File: config.mk
export PLATFORM = sky130hd
export DESIGN_NAME = clock_ram_arbiter
export DESIGN_NICKNAME = d
export VERILOG_FILES = /design/src/rtl/clock_ram_arbiter.sv
export SDC_FILE = /design/constraint.sdc
export NUM_CORES = 1
export LEC_CHECK = 0
export BUFFER_PORTS_ARGS = -buffer_cell sky130_fd_sc_hd__buf_2
export CORE_AREA = 2 2 97 99
export DETAILED_ROUTE_END_ITERATION = 10
export DIE_AREA = 0 0 99 101
export GPL_TIMING_DRIVEN = 0
export PLACE_DENSITY_LB_ADDON = 0.2
export SLEW_MARGIN = 20
export SYNTH_ARGS = -nofsm -noshare
export SYNTH_HDL_FRONTEND = slang
export SYNTH_SLANG_ARGS = --single-unit
export TNS_END_PERCENT = 1
File: constraint.sdc
create_clock -name clk -period 2.1 [get_ports clk]
set_input_delay 0.105 -clock clk [delete_from_list [all_inputs] [get_ports clk]]
set_output_delay 0.105 -clock clk [all_outputs]
set_load 0.02 [all_outputs]
File: src/rtl/clock_ram_arbiter.sv
// Two-master round-robin arbiter for a single-port, byte-enabled on-chip RAM.
// Grants one transfer per cycle. A master may keep the port for at most
// BURST_MAX consecutive grants while the other master is waiting. Read data
// comes back one cycle after acceptance, tagged to its master by readdatavalid.
module clock_ram_arbiter #(
    parameter int ADDR_W    = 10,
    parameter int DATA_W    = 32,
    parameter int BURST_MAX = 2
) (
    input  logic                clk,
    input  logic                reset,
    input  logic                hold,

    input  logic [ADDR_W-1:0]   m0_address,
    input  logic [DATA_W/8-1:0] m0_byteenable,
    input  logic                m0_read,
    input  logic                m0_write,
    input  logic [DATA_W-1:0]   m0_writedata,
    output logic                m0_waitrequest,
    output logic                m0_readdatavalid,
    output logic [DATA_W-1:0]   m0_readdata,

    input  logic [ADDR_W-1:0]   m1_address,
    input  logic [DATA_W/8-1:0] m1_byteenable,
    input  logic                m1_read,
    input  logic                m1_write,
    input  logic [DATA_W-1:0]   m1_writedata,
    output logic                m1_waitrequest,
    output logic                m1_readdatavalid,
    output logic [DATA_W-1:0]   m1_readdata,

    output logic [ADDR_W-1:0]   ram_address,
    output logic [DATA_W/8-1:0] ram_byteenable,
    output logic                ram_chipselect,
    output logic                ram_write,
    output logic [DATA_W-1:0]   ram_writedata,
    output logic                ram_clken,
    input  logic [DATA_W-1:0]   ram_readdata
);

    localparam int CNT_W = $clog2(BURST_MAX + 1);
    localparam logic [CNT_W-1:0] RUN_MAX = CNT_W'(BURST_MAX);

    // Registered arbitration and read-return state.
    logic             last_owner_q, last_owner_d;
    logic [CNT_W-1:0] run_cnt_q, run_cnt_d;
    logic             rvalid_q, rvalid_d;
    logic             rowner_q, rowner_d;

    logic req0, req1;
    logic grant_any, winner;
    logic grant0, grant1;
    logic win_read, win_write;

    assign req0 = m0_read | m0_write;
    assign req1 = m1_read | m1_write;

    // Pick this cycle's winner.
    // run_cnt_q == 0 only before the first grant after reset; in that case
    // the port goes to the master that is not last_owner, which makes m0 win
    // the first contention.
    always_comb begin
        // NOTE: every output of a combinational block gets a default first so no path infers a latch.
        grant_any = 1'b0;
        winner    = 1'b0;
        if (!hold) begin
            if (req0 && req1) begin
                grant_any = 1'b1;
                if (run_cnt_q != '0 && run_cnt_q < RUN_MAX) winner = last_owner_q;
                else                                        winner = ~last_owner_q;
            end else if (req0) begin
                grant_any = 1'b1;
                winner    = 1'b0;
            end else if (req1) begin
                grant_any = 1'b1;
                winner    = 1'b1;
            end
        end
    end

    assign grant0    = grant_any & ~winner;
    assign grant1    = grant_any & winner;
    assign win_read  = winner ? m1_read  : m0_read;
    assign win_write = winner ? m1_write : m0_write;

    // Drive the RAM port from the winner; quiet (all zero) when nobody is granted.
    always_comb begin
        ram_address    = '0;
        ram_byteenable = '0;
        ram_writedata  = '0;
        ram_chipselect = 1'b0;
        ram_write      = 1'b0;
        if (grant_any) begin
            ram_chipselect = 1'b1;
            ram_write      = win_write;
            ram_address    = winner ? m1_address    : m0_address;
            ram_byteenable = winner ? m1_byteenable : m0_byteenable;
            ram_writedata  = winner ? m1_writedata  : m0_writedata;
        end
    end

    // Next-state: ownership run length and the read-return tag.
    // A read with write also set is a write and produces no readdatavalid.
    always_comb begin
        last_owner_d = last_owner_q;
        run_cnt_d    = run_cnt_q;
        rvalid_d     = grant_any & win_read & ~win_write;
        rowner_d     = winner;
        if (grant_any) begin
            if (winner == last_owner_q) begin
                if (run_cnt_q < RUN_MAX) run_cnt_d = run_cnt_q + CNT_W'(1);
            end else begin
                last_owner_d = winner;
                run_cnt_d    = CNT_W'(1);
            end
        end
    end

    // State registers; reset drops any read in flight.
    always_ff @(posedge clk or posedge reset) begin
        if (reset) begin
            // NOTE: sequential state uses non-blocking assignments so all flops update together.
            last_owner_q <= 1'b1;
            run_cnt_q    <= '0;
            rvalid_q     <= 1'b0;
            rowner_q     <= 1'b0;
        end else begin
            last_owner_q <= last_owner_d;
            run_cnt_q    <= run_cnt_d;
            rvalid_q     <= rvalid_d;
            rowner_q     <= rowner_d;
        end
    end

    assign m0_waitrequest   = req0 & ~grant0;
    assign m1_waitrequest   = req1 & ~grant1;
    assign m0_readdatavalid = rvalid_q & (rowner_q == 1'b0);
    assign m1_readdatavalid = rvalid_q & (rowner_q == 1'b1);
    assign m0_readdata      = ram_readdata;
    assign m1_readdata      = ram_readdata;
    assign ram_clken        = 1'b1;

endmodule

**Word level (Yosys, flattened, before mapping)**

Index checks and enable logic that the tools add are counted.

- Eq/ne operators: 2
- Bitwise logic cells: 17
- Reduce and logical (&&, ||, !) cells: 5
- Add/sub/neg operators: 1
- Muxes and demuxes: 20
- $lt $le $gt $ge: 1

Operators by type and width:

| kind | count |
|---|---|
| 32-bit 2-to-1 mux | 2 |
| 10-bit 2-to-1 mux | 2 |
| 1-bit 2-to-1 mux | 12 |
| 1-bit bitwise AND | 8 |
| 4-bit 2-to-1 mux | 2 |
| 1-bit inverter | 7 |
| 2-bit 2-to-1 mux | 2 |
| 2-bit AND reduction | 2 |
| 2-bit by 1-bit adder with 2-bit output (second input constant) | 1 |
| 1-bit logical AND | 2 |
| 2-bit less-than comparator (second input constant) | 1 |
| 2-bit by 1-bit != test with 1-bit output (second input constant) | 1 |
| 1-bit bitwise OR | 2 |
| 2-bit nonzero test | 1 |
| 1-bit equality test | 1 |

- Output and inout port bits: 117
- Bits of input ports: 131
- Logic and storage cells: 50
- Bits in registers: 5

**Longest topological paths before layout**

- Word-level depth: 9
- Gate-level depth with buffers: 7
- Gate-level depth less buffers: 6

**Worst setup path before layout**

No wires, ideal clock.

- Path type: register to output
- Start point: register run_cnt_q[1]
- End point: output ram_address[1]
- Path buffers: 1
- Arrival: 1.617 ns
- Path slack: 0.378 ns
- Required time: 1.995 ns
- Stages on the path, launching flop included: 7
- Cell sequence: dfrtp_1 > inv_1 > ha_1 > xor2_2 > o211a_4 > buf_6 > a22o_1

- Word-level cells in the longest chain between the ends: 7
- Elaborated cells on any way between the ends: 8
- Classes of those cells: 1 x order compare; 5 x mux; 2 x reduce/logical

RTL lines:

| element | RTL line | RTL |
|---|---|---|
| start: declaration | 46 | `logic [CNT_W-1:0] run_cnt_q, run_cnt_d;` |
| start signal: assignment | 129 | `run_cnt_q <= run_cnt_d;` |
| 2-bit less-than comparator or 2-bit nonzero test (tied branches) | 69 | `if (run_cnt_q != '0 && run_cnt_q < RUN_MAX) winner = last_owner_q;` |
| 1-bit logical AND (*) | 69 |  |
| 1-bit 2-to-1 mux (*) | 69 |  |
| 1-bit 2-to-1 mux (*) | 67 | `if (req0 && req1) begin` |
| 1-bit 2-to-1 mux (*) | 66 | `if (!hold) begin` |
| 10-bit 2-to-1 mux (*) | 96 | `ram_address = winner ? m1_address : m0_address;` |
| 10-bit 2-to-1 mux (*) | 93 | `if (grant_any) begin` |
| end: declaration | 32 | `output logic [ADDR_W-1:0] ram_address,` |

Every way passes the cells marked *; elsewhere a longest branch is shown, timed or not.

**Worst setup path in the final report**

- Start point: register run_cnt_q[1]
- End point: output ram_writedata[1]

- Word-level cells in the longest chain between the ends: 7
- Elaborated cells on any way between the ends: 8
- Classes of those cells: 1 x order compare; 5 x mux; 2 x reduce/logical

RTL lines:

| element | RTL line | RTL |
|---|---|---|
| 2-bit less-than comparator or 2-bit nonzero test (tied branches) | 69 |  |
| 1-bit logical AND (*) | 69 |  |
| 1-bit 2-to-1 mux (*) | 69 |  |
| 1-bit 2-to-1 mux (*) | 67 |  |
| 1-bit 2-to-1 mux (*) | 66 |  |
| 32-bit 2-to-1 mux (*) | 98 | `ram_writedata = winner ? m1_writedata : m0_writedata;` |
| 32-bit 2-to-1 mux (*) | 93 |  |
| end: declaration | 36 | `output logic [DATA_W-1:0] ram_writedata,` |

Marks and branches as above.

==> metrics.txt <==
Critical path buffers and inverters 4; leakage between 1.5 and 2 nW; Hold Crit Depth 2; Yosys reg bits 5; RSZ-0062 raised after global routing no; number of global-route vias before repair about 1900; Remaining DRCs 0; final setup vio count 0; reg2reg start run_cnt_q[0]; Synth Cell Area roughly 1400 um2; top post-synthesis cells by area buf_4 (34%), a22o_1 (24%), dfrtp_1 (6.9%); slowest CP cell dfrtp_1; Antenna Nets Post-Route 0; initial core utilization 16.14%; count leader, synth buf_4; Pwr Total between 2 and 3 mW; CP Launch Type register; initial antenna violation count 0; CP Class reg2out; drt first-iter violations 56; area leader, netlist buf_4; Core Area between 8000 and 9000 um2; largest net degree at the start of global routing 11; CP max FO 10; critical path capture point type output pin; critical path required time ~2 ns; gp weighted congestion about 0.73; synth unique cells 31; Post-Syn Nets 313; Mapped Cells 181; worst reg2reg setup slack between 0.6 and 0.7 ns; Switching Fraction a little over half; Most used DFF post-synth dfrtp_1; WP data arrival about 1.9 ns; I/O pins between 200 and 250; Fin Clk Skew 0.0008387 ns; CTS tree built; sequential share of power 7.9%; area fraction of the dominant cell type after synthesis 33.68%; kind of cell adding the most delay to the critical path buffers and inverters; Via density about 4; Worst-path clk slew around 0.04 ns; Row Count 35; slowest cell delay on critical path about 0.38 ns; hold_sp hold; clock network fraction of design power between 7 and 8%; Final TNS setup 0 ns; critical-path cell list inv_1, ha_4, xnor2_1, o21ai_4, inv_4, buf_6, a22o_1, buf_2; Max Cap Violations 0; Max IR drop VDD ~0.00027 V; Switch Pwr about 1.3 mW; Internal about 1.2 mW; reg2reg path depth 5; share of post-route cells with drive strength above 1 75.12%; Area Overhead vs Synth 89.98%; final instance area 2753 um2; post-synthesis average cell area approximately 8.0 um2; Post-Route WL about 6500 um; Hold WC Path Type in2reg; Pwr Density 919.6 nW/um2; Tmin final 2.003 ns; Post-DP HPWL between 5000 and 6000 um; hold endpoint rvalid_q; n_diodes 0; CTS sink cnt 5; Achievable Freq 499.1 MHz; H-Tree Depth 1; most instantiated cells after synthesis buf_4 (65), a22o_1 (39), inv_1 (13), o21ai_0 (10), buf_6 (8); drt pass-1 iters 4; root buf cell clkbuf_8; DR WL/cell ~13 um; Async S/R FF share, synth 100.0%; Chip Width around 100 um; area post-placement approximately 2700 um2; fin. max-slew vios 0; Synth warnings 0; Worst Hold Slack between 0.15 and 0.2 ns; final net count ~540; Max clock buf depth 2; I/O Buffers between 200 and 250; remaining global-route overflow 0; fin crit share between 90% and 100%; full die area 9999 um2; Logic pwr share 85.0%; final hold vios 0; first-pass GRT wire length around 9000 um; status finished, final reports clean; Die Span Y between 100 and 150 um; Post-synth EDFFs 0; sequential element share of the synthesized area between 8 and 9%; cts bufs inserted 3; Vias 2053; Worst-Skew Late Latency around 0.22 ns; RR Endpoint last_owner_q; Filler cells between 1000 and 1500; overall routing resource usage 11.03%
[cell families (layout without fill, tap and decap cells)]
group | after synthesis | after routing | share of synthesized area (%)
AND/OR/NAND/NOR | 13 | 13 | 4.490
AO/OA/AOI/OAI | 69 | 69 | 39.38
adder cells (fa/ha/maj) | 1 | 1 | 0.8634
XOR/XNOR | 2 | 2 | 1.728
other | 1 | 1 | 0.2588
flip-flops | 5 | 5 | 8.723
buffers and inverters | 90 | 311 | 44.56
[cells in the final DEF, fill, tap and decap left out]
master / synthesis / final
a21oi_1: 2 / 2
a221oi_1: 1 / 1
a22o_1: 39 / 39
and2_1: 1 / 1
buf_2: 1 / 215
buf_4: 65 / 67
buf_6: 8 / 8
clkbuf_1: 1 / 2
clkbuf_8: 0 / 3
clkinv_1: 1 / 1
conb_1: 1 / 1
dfrtp_1: 4 / 4
dfstp_2: 1 / 1
dlygate4sd3_1: 0 / 1
ha_4: 0 / 1
inv_1: 13 / 13
inv_4: 1 / 1
nand2_1: 1 / 1
nand3_1: 1 / 1
nor2_1: 5 / 5
nor2b_1: 2 / 2
nor4_1: 1 / 1
o2111ai_1: 7 / 7
o211a_4: 1 / 1
o211ai_1: 4 / 4
o21ai_0: 10 / 10
o21ai_4: 1 / 1
o21ba_2: 1 / 1
o311a_1: 1 / 1
o31ai_1: 2 / 2
or2_2: 2 / 2
xnor2_1: 1 / 1
xor2_4: 0 / 1
[repair_timing]
item                                    in CTS  in global routing
resized for setup                            2                  1
endpoints found under the setup margin      41                 38
pin swaps                                    1                  0
buffers inserted                             2                  0
endpoints found under the hold margin        4                  0
hold buffers                                 1                  0
[metrics by stage]
stage / util (%) / worst slack (ns) / std cells
6_report: 30.66 / 0.09654 / 513
5_1_grt: 30.66 / 0.01164 / 513
4_1_cts: 30.55 / 0.02095 / 513
3_5_place_dp: 29.62 / 0.07748 / 506
3_3_place_gp: 29.62 / 0.06571 / 506
2_1_floorplan: - / 0.3777 / 181
[layout make-up]
type	count	area, um2	share of cell area (%)
Buffer	75	586.8	21.32
Clock buffer	4	45.04	1.636
Inverter	15	58.81	2.136
Multi-Input combinational cell	86	700.7	25.45
Sequential cell	5	126.4	4.591
Tap cell	111	138.9	5.045
Timing Repair Buffer	217	1096	39.82
[state kept, by name, summed over array words and instances, names as in the netlist]
name	cells
last_owner_q	1
rvalid_q	1
rowner_q	1
run_cnt_q	2
[worst register-to-register path, stage by stage (launching register included)]
cell and delay [ns]:
dfrtp_1 0.42, ha_4 0.22, xnor2_1 0.30, o21ai_4 0.13, buf_4 0.18, a21oi_1 0.16
[power groups by stage]
stage | Combinational (mW) | Sequential, mW | Clock, mW
after detailed placement | 2.08 | 0.186 | 0
after floorplan | 1.42 | 0.175 | 0
final | 2.15 | 0.199 | 0.182
after global placement | 2.06 | 0.186 | 0
after global routing | 2.31 | 0.204 | 0.191
after CTS | 2.16 | 0.193 | 0.186
[worst max path at each step]
stage | startpoint | endpoint | slack, ns | cells after the start
5_1_grt | run_cnt_q[1] | ram_writedata[4] | 0.01 | 8
3_3_place_gp | run_cnt_q[1] | ram_writedata[4] | 0.07 | 7
2_1_floorplan | run_cnt_q[1] | ram_address[1] | 0.38 | 6
6_report | run_cnt_q[1] | ram_writedata[1] | 0.1 | 8
4_1_cts | run_cnt_q[1] | ram_writedata[7] | 0.02 | 8
3_5_place_dp | run_cnt_q[1] | ram_writedata[7] | 0.08 | 7
[metal layers]
layer	vias to the layer above	track usage [%]	wire length, um
met5	-	0	0
met4	0	1.264	0
met3	0	2.774	592
met2	110	21.15	3570
met1	914	12.64	2386
li1	1029	-	-
Note: power is estimated with default switching activity, not from simulation.
